`config.mk`:
```
export PLATFORM = sky130hd
export DESIGN_NAME = transient_shaper_ctrl
export DESIGN_NICKNAME = d
export VERILOG_FILES = /design/src/rtl/transient_shaper_ctrl.sv
export SDC_FILE = /design/constraint.sdc
export NUM_CORES = 1
export LEC_CHECK = 0
export CORE_MARGIN = 10
export CORE_UTILIZATION = 51
export DETAILED_ROUTE_END_ITERATION = 7
export HOLD_SLACK_MARGIN = 0.03
export PLACE_DENSITY = 0.81
export SYNTH_ARGS = -nofsm -noshare
export SYNTH_HDL_FRONTEND = slang
export SYNTH_SLANG_ARGS = --single-unit
```
`constraint.sdc`:
```
create_clock -name clk -period 3.53 [get_ports clk]
set_input_delay 0.706 -clock clk [delete_from_list [all_inputs] [get_ports clk]]
set_output_delay 0.706 -clock clk [all_outputs]
set_load 0.05 [all_outputs]
```
`src/rtl/transient_shaper_ctrl.sv`:
```
// transient_shaper_ctrl
// Controller for the transient-shaper datapath. It divides the system clock
// down to a sample-rate strobe (core_ena) and drives the attack/sustain boost
// selects of the shaper core. In auto mode an onset detector and a hold-timer
// FSM produce an attack burst followed by a sustain tail. In manual mode the
// host select bits pass straight through. Any other mode turns both boosts off.
//
// Ports
//   clk, rst        system clock, asynchronous active-high reset
//   ena             global enable; low freezes all state and blanks core_ena
//   div_val         strobe period minus 1
//   audio_in        unsigned sample, same bus as the core input
//   thresh          onset rise threshold
//   attack_hold     ATTACK length in strobes minus 1
//   sustain_hold    SUSTAIN length in strobes minus 1
//   mode            00 off, 01 manual, 10 auto, 11 off
//   man_attack      manual attack select
//   man_sustain     manual sustain select
//   core_ena        one-cycle sample strobe to the core
//   attack_amt      attack boost select (registered)
//   sustain_amt     sustain boost select (registered)
//   state_o         FSM state: 0 IDLE, 1 ATTACK, 2 SUSTAIN
//   onset           one-cycle pulse after a strobe with a detected onset
//
// Build option TS_ONSET_COUNT_EN adds onset_clr (in) and onset_count (out, 8),
// a saturating count of onset pulses that onset_clr clears.

module transient_shaper_ctrl #(
  parameter int WIDTH  = 6,
  parameter int DIV_W  = 8,
  parameter int HOLD_W = 8
) (
  input  logic              clk,
  input  logic              rst,
  input  logic              ena,
  input  logic [DIV_W-1:0]  div_val,
  input  logic [WIDTH-1:0]  audio_in,
  input  logic [WIDTH-1:0]  thresh,
  input  logic [HOLD_W-1:0] attack_hold,
  input  logic [HOLD_W-1:0] sustain_hold,
  input  logic [1:0]        mode,
  input  logic              man_attack,
  input  logic              man_sustain,
`ifdef TS_ONSET_COUNT_EN
  input  logic              onset_clr,
  output logic [7:0]        onset_count,
`endif
  output logic              core_ena,
  output logic              attack_amt,
  output logic              sustain_amt,
  output logic [1:0]        state_o,
  output logic              onset
);

  typedef enum logic [1:0] {
    IDLE    = 2'd0,
    ATTACK  = 2'd1,
    SUSTAIN = 2'd2
  } state_t;

  state_t              state_q, state_d;
  logic [HOLD_W-1:0]   cnt_q, cnt_d;
  logic [DIV_W-1:0]    div_q, div_d;
  logic [WIDTH-1:0]    prev_q;
  logic                onset_q, attack_q, sustain_q;
  logic                attack_d, sustain_d;

  logic                strobe;
  logic                autoMode;
  logic                manualMode;
  logic [WIDTH:0]      rise;
  logic                onsetDet;
  logic                onsetHit;

  assign autoMode   = (mode == 2'b10);
  assign manualMode = (mode == 2'b01);

  // Strobe fires on the terminal divider count. Reset is folded in so that a
  // div_val of 0 cannot leak a strobe while the block is held in reset.
  assign strobe   = ena && (div_q == div_val);
  assign core_ena = strobe && !rst;

  // Rise is formed one bit wider so a falling sample cannot wrap into a
  // large positive value.
  assign rise     = {1'b0, audio_in} - {1'b0, prev_q};
  assign onsetDet = (audio_in > prev_q) && (rise > {1'b0, thresh});
  assign onsetHit = strobe && autoMode && onsetDet;

  // Next-state logic for divider, hold FSM and the registered boost selects.
  // Leaving auto mode parks the FSM in IDLE on the next enabled edge even
  // without a strobe; an onset always beats hold expiry.
  always_comb begin
    state_d = state_q;
    cnt_d   = cnt_q;
    div_d   = strobe ? '0 : div_q + DIV_W'(1);

    if (!autoMode) begin
      state_d = IDLE;
      cnt_d   = '0;
    end else if (strobe) begin
      case (state_q)
        IDLE: begin
          if (onsetDet) begin
            state_d = ATTACK;
            cnt_d   = attack_hold;
          end
        end
        ATTACK: begin
          if (onsetDet) begin
            cnt_d = attack_hold;
          end else if (cnt_q == '0) begin
            state_d = SUSTAIN;
            cnt_d   = sustain_hold;
          end else begin
            cnt_d = cnt_q - HOLD_W'(1);
          end
        end
        SUSTAIN: begin
          if (onsetDet) begin
            state_d = ATTACK;
            cnt_d   = attack_hold;
          end else if (cnt_q == '0) begin
            state_d = IDLE;
          end else begin
            cnt_d = cnt_q - HOLD_W'(1);
          end
        end
        default: begin
          state_d = IDLE;
          cnt_d   = '0;
        end
      endcase
    end

    if (autoMode) begin
      attack_d  = (state_d == ATTACK);
      sustain_d = (state_d == SUSTAIN);
    end else begin
      attack_d  = manualMode && man_attack;
      sustain_d = manualMode && man_sustain;
    end
  end

  // State registers; everything holds while ena is low. The previous sample
  // tracks every strobe regardless of mode so auto mode starts from a fresh
  // reference.
  always_ff @(posedge clk or posedge rst) begin
    if (rst) begin
      state_q   <= IDLE;
      cnt_q     <= '0;
      div_q     <= '0;
      prev_q    <= '0;
      onset_q   <= 1'b0;
      attack_q  <= 1'b0;
      sustain_q <= 1'b0;
    end else if (ena) begin
      state_q   <= state_d;
      cnt_q     <= cnt_d;
      div_q     <= div_d;
      onset_q   <= onsetHit;
      attack_q  <= attack_d;
      sustain_q <= sustain_d;
      if (strobe) begin
        prev_q <= audio_in;
      end
    end
  end

  assign state_o     = state_q;
  assign onset       = onset_q;
  assign attack_amt  = attack_q;
  assign sustain_amt = sustain_q;

`ifdef TS_ONSET_COUNT_EN
  logic [7:0] ocnt_q;

  // Saturating onset counter; a clear wins over a same-cycle increment.
  always_ff @(posedge clk or posedge rst) begin
    if (rst) begin
      ocnt_q <= '0;
    end else if (ena) begin
      if (onset_clr) begin
        ocnt_q <= '0;
      end else if (onsetHit && (ocnt_q != 8'hFF)) begin
        ocnt_q <= ocnt_q + 8'd1;
      end
    end
  end

  assign onset_count = ocnt_q;
`endif

endmodule

```
== Word-level counts from Yosys, hierarchy flattened ==
Cells that the tools add are included.

* Word-level logic and storage cells: 53
* Input bits: 43
* ROM bits: 0
* Memories kept: 0
* Register bits after elaboration: 27
* Output and inout bits: 6
* RAM bits: 0
* Latch bits: 0

* Bitwise gates (word level): 0
* $lt $le $gt $ge: 2
* Muxes and demuxes: 19
* Equal/unequal tests: 10
* Divide/modulo/power cells: 0
* Reduce and logical (&&, ||, !) cells: 12
* Shift operators: 0
* Multiply operators: 0
* Add/subtract/negate cells: 3

{| class="wikitable"
|+ Operators with widths
! kind !! count
|-
| two-way mux 8 bit || 8
|-
| case mux 8 bit (3 select lines) || 1
|-
| two-way mux 2 bit || 7
|-
| adder 8 x 1 -> 8 bit (second input constant) || 1
|-
| equality test 8 bit || 1
|-
| logical NOT 8 bit || 1
|-
| subtractor 8 x 1 -> 8 bit (second input constant) || 1
|-
| greater-than comparator 7 x 6 -> 1 bit || 1
|-
| logical AND 1 bit || 7
|-
| subtractor 6 x 6 -> 7 bit || 1
|-
| equality test 2 x 1 -> 1 bit (second input constant) || 3
|-
| equality test 2 bit (second input constant) || 3
|-
| greater-than comparator 6 bit || 1
|-
| case mux 2 bit (3 select lines) || 1
|-
| != test 4 bit (second input constant) || 1
|-
| AND reduction 4 bit || 1
|-
| != test 3 bit (second input constant) || 1
|-
| logical NOT 2 bit || 1
|-
| two-way mux 1 bit || 2
|-
| != test 2 bit (second input constant) || 1
|-
| AND reduction 2 bit || 1
|-
| logical NOT 1 bit || 1
|}

== Depth between registers and ports, before layout ==
* Word-level depth: 9
* Depth in mapped cells: 16
* Depth with buffers taken out: 15

== Worst setup path before layout ==
No wires, ideal clock.

* Kind: input to register
* Start point: input port audio_in[0]
* End point: register attack_q (netlist: attack_amt)
* Library setup time: 120 ps
* Path buffers: 1
* Stages: 16
* Setup slack: 80 ps
* Required time: 3,410 ps
* Arrival time: 3,330 ps
* Cell sequence: inv_1 -> ha_1 -> inv_1 -> fa_1 -> a21o_1 -> a21oi_1 -> xnor2_1 -> ha_1 -> a21o_1 -> a21oi_1 -> a21oi_1 -> o221a_1 -> buf_6 -> nor4_4 -> nor2_1 -> a31o_1

* Longest elaborated chain between the ends: 9
* Elaborated cells on any way between the ends: 12
* Classes of those cells: 1 x add/sub; 2 x order compare; 1 x eq/ne; 7 x mux; 1 x reduce/logical

{| class="wikitable"
|+ RTL lines
! what !! line !! source
|-
| start: declaration || 37 || <nowiki>input logic [WIDTH-1:0] audio_in,</nowiki>
|-
| subtractor 6 x 6 -> 7 bit || 85 || <nowiki>assign rise = {1'b0, audio_in} - {1'b0, prev_q};</nowiki>
|-
| greater-than comparator 7 x 6 -> 1 bit || 86 || <nowiki>assign onsetDet = (audio_in > prev_q) && (rise > {1'b0, thresh});</nowiki>
|-
| logical AND 1 bit (*) || 86 ||
|-
| two-way mux 2 bit (on tied branches) || 119, 103, 109 ||
|-
| case mux 2 bit (3 select lines) (*) || 101 || <nowiki>case (state_q)</nowiki>
|-
| two-way mux 2 bit (*) || 100 || <nowiki>end else if (strobe) begin</nowiki>
|-
| two-way mux 2 bit (*) || 97 || <nowiki>if (!autoMode) begin</nowiki>
|-
| equality test 2 x 1 -> 1 bit (*) || 136 || <nowiki>attack_d = (state_d == ATTACK);</nowiki>
|-
| two-way mux 1 bit (*) || 135 || <nowiki>if (autoMode) begin</nowiki>
|-
| end signal: assignment || 161 || <nowiki>attack_q <= attack_d;</nowiki>
|-
| end: declaration || 65 || <nowiki>logic onset_q, attack_q, sustain_q;</nowiki>
|}

Every way passes the cells marked *; elsewhere a longest branch is shown, timed or not.
A chain may end at the register's enable or synchronous reset.

== Worst setup path after layout ==
* Start point: input port audio_in[0]
* End point: register cnt_q[1]

* Longest elaborated chain between the ends: 7
* Elaborated cells on any way between the ends: 12
* Classes of those cells: 1 x add/sub; 2 x order compare; 2 x eq/ne; 5 x mux; 2 x reduce/logical

{| class="wikitable"
|+ RTL lines
! what !! line !! source
|-
| subtractor 6 x 6 -> 7 bit || 85 ||
|-
| greater-than comparator 7 x 6 -> 1 bit || 86 ||
|-
| logical AND 1 bit (*) || 86 ||
|-
| two-way mux 8 bit (on tied branches) || 119, 109 ||
|-
| case mux 8 bit (3 select lines) || 101 ||
|-
| two-way mux 8 bit || 100 ||
|-
| two-way mux 8 bit || 97 ||
|-
| end signal: assignment || 158 || <nowiki>cnt_q <= cnt_d;</nowiki>
|-
| end: declaration || 62 || <nowiki>logic [HOLD_W-1:0] cnt_q, cnt_d;</nowiki>
|}

Every way passes the cells marked *; elsewhere a longest branch is shown, timed or not. The select of a mux whose other input is x is not followed.

==> results.ini <==
[global_routing]
number_of_global_route_vias_before_repair=2220
grt_start_max_net_pins=28
first_pass_grt_wire_length_mm=10.11
antenna_found_initial=0
grtUsageTotal=0.1635
overflow=0

[timing]
timing.setup.tns_ps=0
hold_ws_ps=556.1
clock.fmax_mhz=301.4
final_worst_path_cycle_share=0.9398
fin_crit_ps=3318
finalMaxSlewViolations=0
slew-limit-headroom=0.3071
timing.clock.skew_ps=3.174
report.final.hold_viol_count=0
final_setup_viols=0
slew_of_the_pin_with_the_lowest_slew_margin_ps=1038
rsz0062_at_grt=false

[layout]
syn_to_final_growth_pct=42.20
final_cells=373
nFillCells=298
mostFrequentLayoutCells=clkdlybuf4s50_1, nand2_1, dfrtp_1
share_of_final_layout_standard_cells_stronger_than_drive_strength_1=0.1734
final_nets=383
final_core_occ=0.7503
num_antenna_cells=0
mostFrequentLayoutCell=clkdlybuf4s50_1

[synthesis]
yosys.area.top_type_share=0.3178
synth_area_um2=2126
netlist.top_cell.by_area=dfrtp_1
ys_top_cells_by_area=dfrtp_1, ha_1, xnor2_1, nand2_1, nor2_1
syn-instance-count=248
synthArstFlopShare=1.000
ys_types=51
post_synth.cell_area_avg_um2=8.572
yosysSeqAreaShare=0.3178
mappedNetlistNets=307
synth_seq_cells=27
yosys_warnings=0
synth_flop_cell=dfrtp_1
synth_enable_flop_cells=0

[worst_setup_path]
critical-path-max-stage-delay_ps=340
critPathRequiredTime_ps=3690
worst_path_dominant_cell_family=compound AO/OA/AOI/OAI gates
data_arrival_at_the_endpoint_of_the_critical_path_ps=3480
critical-path-slowest-cell=fa_2
timing.critical_path.buf_inv=5
list_of_cells_traversed_by_the_critical_path=clkbuf_2 -> inv_2 -> ha_4 -> inv_2 -> fa_2 -> a21o_1 -> a21oi_2 -> xnor2_1 -> ha_1 -> a21o_1 -> a21oi_2 -> a21oi_2 -> o221a_4 -> buf_12 -> a21oi_4 -> buf_12 -> mux2i_1 -> o21ai_1
critical_path_class=primary input to register
critPathMaxFanout=7
crit_path_end_kind=register
critPathMostFrequentCell=a21oi_2
worst_setup_path_start_kind=primary input

[placed_design]
hpwlAfterDp_mm=4.614
place_congestion=0.8947
total_instance_count_after_detailed_placement=360
placement.io_buffers=48

[drt]
postRouteWirelength_mm=5.864
drtAntennaViolNets=0
vias=2098
post_drt_wl_per_cell_um=15.72
avgViaCountPerCell=5.625
detail_route.first_pass.iterations=4
drtIter0Drc=79
drc_errors=0

[power_and_ir_drop]
power_density_nw_per_um2=514.3
ir_drop_mv=0.3875
power.static_leakage_nw=1.278
overall_power_of_the_completed_layout_mw=1.555

[cts]
clk_transition_reported_paths_ps=90
cts_buffer_depth=2
numCtsBuffers=3
cts_htree_levels=1
buffer_cell_driving_the_clock_tree_root=clkbuf_8
cts_tree=yes
clk_latency_ps=270
post_cts_hold_buffer_count=0
cts_sinks=27

[floorplan]
dieHeight_um=84.56
num_rows=23
io-pin-count=49
design.core.area_um2=4029
starting_utilization_of_the_core_area=0.5276
die_x_um=84.56
fp.dieArea_um2=7150

[outcome]
run_status=completed

[flow_run]
maxCapViolCount=0

[hold_path]
min_path_type=register to register

-- Yosys cell counts, types with 2 or more instances --
cell type  number
o21a_1          3
o221ai_1        2
clkbuf_1        4
clkinv_1        2
nor2_1         24
mux2i_1         7
a21o_1          3
nor3_1          2
nor2b_1         2
ha_1           15
mux2_2          2
o211ai_1        2
inv_1          16
o21ai_1         9
nor3_2          2
xnor2_1        15
dfrtp_1        27
o21ai_0        14
a21oi_1        15
xor2_1          7
o31a_1          2
nand4_1         6
nand3_1        11
nor3b_1         2
a22o_1          2
nand2_1        27
-- power breakdown --
part           internal [mW]  switching (mW)  leakage [nW]
clock                 0.0809          0.0953        0.0228
combinational          0.517           0.426         0.913
sequential             0.373          0.0622         0.343
total                  0.971           0.584          1.28
-- cell families (layout without fill, tap and decap cells) --
logic type	after synthesis	in the layout	share of synthesized area
flip-flops	27	27	0.3178
XOR/XNOR	22	22	0.09064
adder cells (fa/ha/maj)	17	17	0.1030
buffers and inverters	23	98	0.04414
AND/OR/NAND/NOR	85	85	0.1984
multiplexers	9	9	0.04356
AO/OA/AOI/OAI	65	65	0.2025
-- worst min-delay path, delay by kind of cell, from the launching register on --
kind            cells  cell delay (ps)
compound gates      1               80
flops               1              370
buf+inv             1               70
-- path summary, 6_finish.rpt --
kind,slack [ps],endpoint,from,depth (start not counted)
max reg2reg,330,cnt_q[1]$_DFFE_PP0P_,prev_q[1]$_DFFE_PP0P_,16
max in group asynchronous,1900,attack_amt$_DFFE_PP0P_,rst,2
min in group asynchronous,1010,prev_q[1]$_DFFE_PP0P_,rst,2
min,560,prev_q[4]$_DFFE_PP0P_,prev_q[4]$_DFFE_PP0P_,2
max,210,cnt_q[1]$_DFFE_PP0P_,audio_in[0],18
min reg2reg,560,prev_q[4]$_DFFE_PP0P_,prev_q[4]$_DFFE_PP0P_,2
-- repair_timing --
item / in CTS / in global routing
endpoints found under the setup margin: 12 / 12
pin swaps: 20 / 14
gates resized for setup: 16 / 11
gates cloned: 1 / 0
buffers inserted: 7 / 1
-- through the flow --
step	area, um^2	setup WS (ps)
detailed placement	2820	-571.9
global route	3023	67.34
finish	3023	212.4
CTS	2990	2.509
floorplan	2126	80.28
global placement	2820	-431.7
-- final cells by class --
| class | count | area (um^2) | area share |
|---|---|---|---|
| clock buffers | 4 | 45.04 | 0.01490 |
| inverters | 18 | 67.56 | 0.02235 |
| multi-input cells | 198 | 1431 | 0.4735 |
| flip-flops and latches | 27 | 675.6 | 0.2235 |
| well taps | 50 | 62.56 | 0.02070 |
| repair buffers | 76 | 740.7 | 0.2450 |
-- layer usage --
metal	track usage	wire [um]	part of all wire
met1	0.2000	2429	0.41
met2	0.2835	3055	0.52
met3	0.02512	289	0.049
met4	0.05389	90	0.015
met5	0	0	0
-- flip-flops by register name (all words and copies together) (netlist names) --
signal       count
div_q            8
cnt_q            8
state_o          2
attack_amt       1
onset            1
sustain_amt      1
prev_q           6
No activity file was read; power rests on OpenSTA's default activity.
